**config.mk**
```make
export PLATFORM = sky130hd
export DESIGN_NAME = change_dispenser_flat
export DESIGN_NICKNAME = d
export VERILOG_FILES = /design/src/rtl/change_dispenser_if.sv /design/src/rtl/change_dispenser.sv /design/src/flat_wrapper.sv
export SDC_FILE = /design/constraint.sdc
export NUM_CORES = 1
export LEC_CHECK = 0
export ABC_AREA = 0
export BUFFER_PORTS_ARGS = -buffer_cell sky130_fd_sc_hd__buf_2
export CAP_MARGIN = 0
export CORE_UTILIZATION = 40
export DETAILED_ROUTE_END_ITERATION = 6
export HOLD_SLACK_MARGIN = 0.03
export PLACE_DENSITY = 0.66
export SYNTH_ARGS = -nofsm -noshare
export SYNTH_HDL_FRONTEND = slang
export SYNTH_SLANG_ARGS = --single-unit
export TNS_END_PERCENT = 5
```
**constraint.sdc**
```tcl
create_clock -name clk -period 6.6 [get_ports clk]
set_clock_uncertainty 0.1 [all_clocks]
set_input_delay 0.33 -clock clk [delete_from_list [all_inputs] [get_ports clk]]
set_output_delay 0.33 -clock clk [all_outputs]
set_load 0.05 [all_outputs]
```
**src/rtl/change_dispenser_if.sv**
```systemverilog
// Coin ejector handshake: the dispenser offers one coin at a time, the ejector
// accepts it by raising coin_ready while coin_valid is high.
interface change_dispenser_if #(
  parameter int CURRENCY_WIDTH = 7
) ();

  logic [CURRENCY_WIDTH-1:0] coin_value;
  logic                      coin_valid;
  logic                      coin_ready;

  modport master (
    output coin_value,
    output coin_valid,
    input  coin_ready
  );

  modport slave (
    input  coin_value,
    input  coin_valid,
    output coin_ready
  );

endinterface

```
**src/rtl/change_dispenser.sv**
```systemverilog
// Vending machine change return: greedily breaks a change amount into coins,
// limited by per-denomination inventory, and ejects them one at a time.
module change_dispenser #(
  parameter int CURRENCY_WIDTH = 7,
  parameter int DENOM_0        = 25,
  parameter int DENOM_1        = 10,
  parameter int DENOM_2        = 5,
  parameter int DENOM_3        = 1,
  parameter int COUNT_WIDTH    = 4,
  parameter int INIT_COUNT     = 8
) (
  input  logic                      clk,
  input  logic                      rst,
  input  logic [CURRENCY_WIDTH-1:0] change_value,
  input  logic                      change_valid,
  input  logic                      refill,
  change_dispenser_if.master        coin,
  output logic                      busy,
  output logic                      change_done,
  output logic                      change_short,
  output logic [CURRENCY_WIDTH-1:0] remaining,
  output logic [COUNT_WIDTH-1:0]    coin_count_0,
  output logic [COUNT_WIDTH-1:0]    coin_count_1,
  output logic [COUNT_WIDTH-1:0]    coin_count_2,
  output logic [COUNT_WIDTH-1:0]    coin_count_3
);

  localparam logic [CURRENCY_WIDTH-1:0] D0 = CURRENCY_WIDTH'(DENOM_0);
  localparam logic [CURRENCY_WIDTH-1:0] D1 = CURRENCY_WIDTH'(DENOM_1);
  localparam logic [CURRENCY_WIDTH-1:0] D2 = CURRENCY_WIDTH'(DENOM_2);
  localparam logic [CURRENCY_WIDTH-1:0] D3 = CURRENCY_WIDTH'(DENOM_3);
  localparam logic [COUNT_WIDTH-1:0]    INIT = COUNT_WIDTH'(INIT_COUNT);

  typedef enum logic [2:0] {
    IDLE,
    SELECT,
    PRESENT,
    DONE,
    SHORT
  } state_t;

  state_t state, state_next;

  logic [CURRENCY_WIDTH-1:0] coin_value_q;
  logic [1:0]                sel_q;
  logic [COUNT_WIDTH-1:0]    coin_count [4];

  logic                      pick_found;
  logic [1:0]                pick_idx;
  logic [CURRENCY_WIDTH-1:0] pick_value;

  // Largest denomination that both fits the remaining amount and is in stock.
  always_comb begin
    pick_found = 1'b0;
    pick_idx   = 2'd0;
    pick_value = '0;
    if (D0 <= remaining && coin_count[0] != '0) begin
      pick_found = 1'b1;
      pick_idx   = 2'd0;
      pick_value = D0;
    end else if (D1 <= remaining && coin_count[1] != '0) begin
      pick_found = 1'b1;
      pick_idx   = 2'd1;
      pick_value = D1;
    end else if (D2 <= remaining && coin_count[2] != '0) begin
      pick_found = 1'b1;
      pick_idx   = 2'd2;
      pick_value = D2;
    end else if (D3 <= remaining && coin_count[3] != '0) begin
      pick_found = 1'b1;
      pick_idx   = 2'd3;
      pick_value = D3;
    end
  end

  always_ff @(posedge clk) begin
    if (rst) begin
      state <= IDLE;
    end else begin
      state <= state_next;
    end
  end

  always_comb begin
    state_next        = state;
    busy              = (state != IDLE);
    change_done       = (state == DONE);
    change_short      = (state == SHORT);
    coin.coin_valid   = (state == PRESENT);
    coin.coin_value   = coin_value_q;
    case (state)
      IDLE: begin
        if (change_valid) begin
          state_next = SELECT;
        end
      end
      SELECT: begin
        if (remaining == '0) begin
          state_next = DONE;
        end else if (pick_found) begin
          state_next = PRESENT;
        end else begin
          state_next = SHORT;
        end
      end
      PRESENT: begin
        if (coin.coin_ready) begin
          state_next = SELECT;
        end
      end
      DONE:    state_next = IDLE;
      SHORT:   state_next = IDLE;
      default: state_next = IDLE;
    endcase
  end

  // A new request takes priority over refill; neither is looked at while busy.
  always_ff @(posedge clk) begin
    if (rst) begin
      remaining    <= '0;
      coin_value_q <= '0;
      sel_q        <= 2'd0;
      for (int i = 0; i < 4; i++) begin
        coin_count[i] <= INIT;
      end
    end else begin
      case (state)
        IDLE: begin
          if (change_valid) begin
            remaining <= change_value;
          end else if (refill) begin
            for (int i = 0; i < 4; i++) begin
              coin_count[i] <= INIT;
            end
          end
        end
        SELECT: begin
          if (remaining != '0 && pick_found) begin
            coin_value_q <= pick_value;
            sel_q        <= pick_idx;
          end
        end
        PRESENT: begin
          if (coin.coin_ready) begin
            remaining    <= remaining - coin_value_q;
            coin_value_q <= '0;
            if (coin_count[sel_q] != '0) begin
              coin_count[sel_q] <= coin_count[sel_q] - 1'b1;
            end
          end
        end
        default: begin
        end
      endcase
    end
  end

  assign coin_count_0 = coin_count[0];
  assign coin_count_1 = coin_count[1];
  assign coin_count_2 = coin_count[2];
  assign coin_count_3 = coin_count[3];

endmodule

```
**src/flat_wrapper.sv**
```systemverilog
// flat-port wrapper written by rule: the top's interface ports become plain ports
module change_dispenser_flat 
#(
  parameter int CURRENCY_WIDTH = 7,
  parameter int DENOM_0        = 25,
  parameter int DENOM_1        = 10,
  parameter int DENOM_2        = 5,
  parameter int DENOM_3        = 1,
  parameter int COUNT_WIDTH    = 4,
  parameter int INIT_COUNT     = 8
)
  (clk, rst, change_value, change_valid, refill, busy, change_done, change_short, remaining, coin_count_0, coin_count_1, coin_count_2, coin_count_3, coin_coin_value, coin_coin_valid, coin_coin_ready);
  change_dispenser_if #(.CURRENCY_WIDTH(CURRENCY_WIDTH)) coin_i ();
  input  logic clk;
  input  logic rst;
  input  logic [CURRENCY_WIDTH-1:0] change_value;
  input  logic change_valid;
  input  logic refill;
  output logic busy;
  output logic change_done;
  output logic change_short;
  output logic [CURRENCY_WIDTH-1:0] remaining;
  output logic [COUNT_WIDTH-1:0] coin_count_0;
  output logic [COUNT_WIDTH-1:0] coin_count_1;
  output logic [COUNT_WIDTH-1:0] coin_count_2;
  output logic [COUNT_WIDTH-1:0] coin_count_3;
  output wire logic [$bits(coin_i.coin_value)-1:0] coin_coin_value;
  output wire logic [$bits(coin_i.coin_valid)-1:0] coin_coin_valid;
  input wire logic [$bits(coin_i.coin_ready)-1:0] coin_coin_ready;
  assign coin_coin_value = coin_i.coin_value;
  assign coin_coin_valid = coin_i.coin_valid;
  assign coin_i.coin_ready = coin_coin_ready;
  change_dispenser #(.CURRENCY_WIDTH(CURRENCY_WIDTH), .DENOM_0(DENOM_0), .DENOM_1(DENOM_1), .DENOM_2(DENOM_2), .DENOM_3(DENOM_3), .COUNT_WIDTH(COUNT_WIDTH), .INIT_COUNT(INIT_COUNT)) u_core (.clk(clk), .rst(rst), .change_value(change_value), .change_valid(change_valid), .refill(refill), .coin(coin_i), .busy(busy), .change_done(change_done), .change_short(change_short), .remaining(remaining), .coin_count_0(coin_count_0), .coin_count_1(coin_count_1), .coin_count_2(coin_count_2), .coin_count_3(coin_count_3));
endmodule
```
# Yosys cells after proc, flatten, opt, wreduce, memory -nomap -nowiden
# Memories as Yosys holds them, arrays and structs flattened. A register that Yosys moved wholly into a read port is not among the register bits.
# Cells that the tools add are included.
# word_totals
in_bits,12
output_inout_bits,34
regBits,19
n_memories,1
ram_bits,16
# op_classes
n_eq_ne,7
n_mux,44
reduce_logical,21
n_bitwise,4
add_sub_neg,2
magnitude_cmp,4
# memory_table
memory,words,width,rd,rd_ports_with_merged_regs,write_ports,line_no,text
u_core.coin_count,4,4,5,1,4,change_dispenser.sv:46,logic [COUNT_WIDTH-1:0] coin_count [4];
# op_table
cell,count
$mux 7,7
$pmux 7 s2,2
$mux 4,5
$reduce_bool 4->1,5
$mux 1,18
$mux 2,7
$mux 3,4
$pmux 3 s3,1
$le 1x7->1 const A,1
$le 3x7->1 const A,1
$le 4x7->1 const A,1
$le 5x7->1 const A,1
$logic_not 7->1,1
$reduce_bool 7->1,1
$sub 7x7->7,1
$eq 3x2->1 const B,2
$reduce_and 3->1,2
$logic_and 1x1->1,5
$ne 2x1->1 const B,2
$or 1x1->1,4
$reduce_and 2->1,2
$reduce_bool 2->1,2
$reduce_or 4->1,1
$sub 4x1->4 const B,1
5 further kinds,5

# Longest topological paths before layout
# An unclocked memory read counts as a cell.
# depth
ltp_word,11
mapped_depth,8
ltp_nobuf,8

# Worst setup path before layout
# OpenSTA, ideal clock, no wires.
# synth_path
kind,register to register
start,mem u_core.coin_count[1][0]
end,mem u_core.coin_count[0][0] (enable)
arrival_time_ns,2.106
path_stages_with_launch,8
synth_period_minus_slack_ns,2.514
n_path_buf,0
setup_slack_ns,4.086
path_cell_list,edfxtp_1 mux4_2 inv_1 ha_1 nor3b_1 nor4_1 nand2b_1 nand2_1
# synth_lines
item,line_no
start: declaration,change_dispenser.sv:46

==> impl_metrics.ini <==
[status]
status = complete, no violations

[route]
route.detailed.vias_per_inst = 5.457
route.detailed.drc = 0
wirelength_mm = 4.797
dr.pass1.iters = 4
first_iter_violations = 81
vias = 1719
ant_nets = 0
wl_per_cell_um = 15.23

[sta]
rsz0062_at_grt = false
post-route-period-util_pct = 37.88
setup_viol = 0
relSlewSlack_pct = 42.80
tns_ns = 0
clock.fmax_mhz = 399.9
worst_pin_slew_ns = 0.8501
hold_violations = 0
fin_crit_ns = 2.500
finalMaxSlewViolations = 0

[worst_setup_path]
critPathLaunchType = register
r2r-end = u_core.coin_count[0][2]
r2r_cells = 7
worstPathRequired_ns = 6.52
worstSetupPathType = register to register
cp.arrival_ns = 2.42
end_kind = register
r2r_slack_ns = 4.10
worstPathMaxFanout = 6

[floorplan]
dieWidth_um = 72.83
coreArea_um2 = 4786
initial_core_util_pct = 41.93
fp.dieH_um = 72.83
die_area_um2 = 5304
rows = 25
io_pins = 46

[pwr]
powerDensity_nw_per_um2 = 311.6
vdd_drop_max_uv = 108.7
power.leakage_nw = 0.9414

[synth]
yosysUniqueCellTypes = 53
synth_top_cell_by_area = edfxtp_1
synth-warning-count = 0
synth-simple-area-share_pct = 25.31
syn_area_per_cell_um2 = 9.838
synth-compound-area-share_pct = 16.46
synth_top_family_by_area = simple AND/OR/NAND/NOR gates
synthXorXnorAreaFrac_pct = 0.8728
netlist.area_leader.share_pct = 23.94
synth_edf_count = 16
async_reset_ff_share_pct = 0
synth_ff_type = dfxtp_1
synth_seq_cells = 35
netlist_instances = 204
ys_top_cells_by_area = edfxtp_1, dfxtp_1, mux4_2
seq_area_frac_synth_pct = 42.89
synth_fa_ha_area_share_pct = 4.738
synthMuxAreaShare_pct = 4.988
synth_area_um2 = 2007

[global_route]
overflow = 0
antenna_found_initial = 0
grt_use_total_pct = 19.35
grt_pass1_wl_mm = 7.700
grt_pass1_vias = 1621
grt_start_max_net_pins = 19

[layout]
fin_nets = 266
diodes = 0
area_growth_pct = 19.39
drive_above_1_share_pct = 25.81
post-route-cell-area_um2 = 2396

[placed_design]
place_area_um2 = 2263
port_buffers = 43
place_congestion = 0.8734
dp_hpwl_mm = 3.596

[clock_tree]
clock_latency_ns = 0.29
htreeDepth = 2
cts.clk_slew.worst_paths_ns = 0.07
postCtsResizedCells = 0
clock_path_buffers = 2
postCtsSetupBuffers = 0
hold_buffers = 0
cts.sinks = 35
cts-root-buf = clkbuf_8
cts_tree = yes
cts_buffers = 5

[hold_path]
holdPathStages = 3
holdPathEnd = u_core.remaining[3]
hold_class = input pin to register
hp-start = change_value[3]

[flow_run]
drv_cap = 0
==> registers in the layout, indices dropped and copies added, names as in the netlist, named ones only <==
signal / flops
u_core.coin_count: 16
u_core.remaining: 7
u_core.coin.coin_value: 5
u_core.state: 3
u_core.sel_q: 2
==> power breakdown <==
part           internal [W]  switching, W
Sequential         0.000248     0.0000278
Clock              0.000151     0.0000770
Combinational     0.0000786      0.000164
Total              0.000478      0.000269
==> synthesized netlist by cell type, drive strengths merged, types with 6 or more instances <==
library cell and count:
a211oi 8, a21oi 10, dfxtp 19, edfxtp 16, ha 6, inv 10
nand2 12, nor2 25, nor3 12, o21ai 7, o31ai 7
==> layout by cell type (no fill, tap or decap), types with 2 or more instances in the layout <==
cell type / netlist / final
buf_2: 1 / 43
nor2_1: 24 / 24
dfxtp_1: 19 / 19
edfxtp_1: 16 / 16
nand2_1: 12 / 12
nor3_1: 11 / 11
inv_1: 10 / 10
a21oi_1: 10 / 10
o31ai_1: 6 / 6
o21ai_0: 6 / 6
a211oi_1: 6 / 6
ha_1: 6 / 6
nand2b_1: 5 / 5
clkbuf_8: 0 / 5
mux4_2: 4 / 4
nor4_1: 4 / 4
or4_1: 4 / 4
nor2b_1: 4 / 4
o21a_1: 4 / 4
nand3_1: 4 / 4
or3_1: 2 / 2
clkinv_1: 2 / 2
nor3b_1: 2 / 2
nor4b_2: 2 / 2
a211oi_2: 2 / 2
and4_1: 2 / 2
nand3b_1: 2 / 2
xnor2_1: 2 / 2
a31o_1: 2 / 2
nor4bb_1: 2 / 2
conb_1: 1 / 2
bufinv_16: 0 / 2
==> stage by stage <==
stage / worst slack (ns) / hold slack (ns) / util, % / instances / power (W)
2_1_floorplan: 4.086 / 0.3856 / - / 205 / 0.0004712
3_3_place_gp: 4.194 / 0.3858 / 47.29 / 307 / 0.0005190
3_5_place_dp: 4.134 / 0.3855 / 47.29 / 307 / 0.0005200
4_1_cts: 4.110 / 0.2257 / 50.07 / 315 / 0.0007483
5_1_grt: 3.946 / 0.2449 / 50.07 / 315 / 0.0007814
6_report: 4.100 / 0.2255 / 50.07 / 315 / 0.0007465
==> logic make-up after synthesis <==
group | after synthesis
AO/OA/AOI/OAI | 45
XOR/XNOR | 2
adder cells (fa/ha/maj) | 7
buffers and inverters | 20
flip-flops | 35
multiplexers | 5
other | 1
AND/OR/NAND/NOR | 89
==> worst max-delay path by stage <==
stage	start	to	slack, ns	depth (start not counted)
after floorplan	u_core.coin_count[1][0]	u_core.coin_count[0][0]	4.09	7
after global placement	register	u_core.coin_count[0][0]	4.19	7
after detailed placement	register	u_core.coin_count[0][1]	4.13	7
after CTS	register	u_core.coin_count[0][2]	4.11	7
after global routing	register	u_core.coin_count[0][1]	3.95	7
final	register	u_core.coin_count[0][2]	4.10	7
==> area by class of cell <==
type	count	area (µm²)
clock buffers	6	72.57
well taps	67	83.83
fillers	458	2390
inverters	12	45.04
clock inverters	2	60.06
multi-input cells	150	1059
flip-flops and latches	35	860.8
repair buffers	43	215.2
==> worst max-delay path: stages, from the launching register on <==
cell      delay, ns
dfxtp_1        0.46
mux4_2         0.62
inv_1          0.09
ha_1           0.17
nor3b_1        0.33
nor4_1         0.14
nand2b_1       0.17
nand2_1        0.16
==> routing by layer <==
| metal | part of all wire [%] | global-route usage [%] | vias to the layer above |
|---|---|---|---|
| met2 | 44 | 29.39 | 52 |
| li1 | - | - | 849 |
| met4 | 1.9 | 7.407 | 0 |
| met3 | 5.8 | 4.282 | 8 |
| met1 | 48 | 26.88 | 810 |
| met5 | 0 | 0 | - |
No activity file was read; power rests on OpenSTA's default activity.
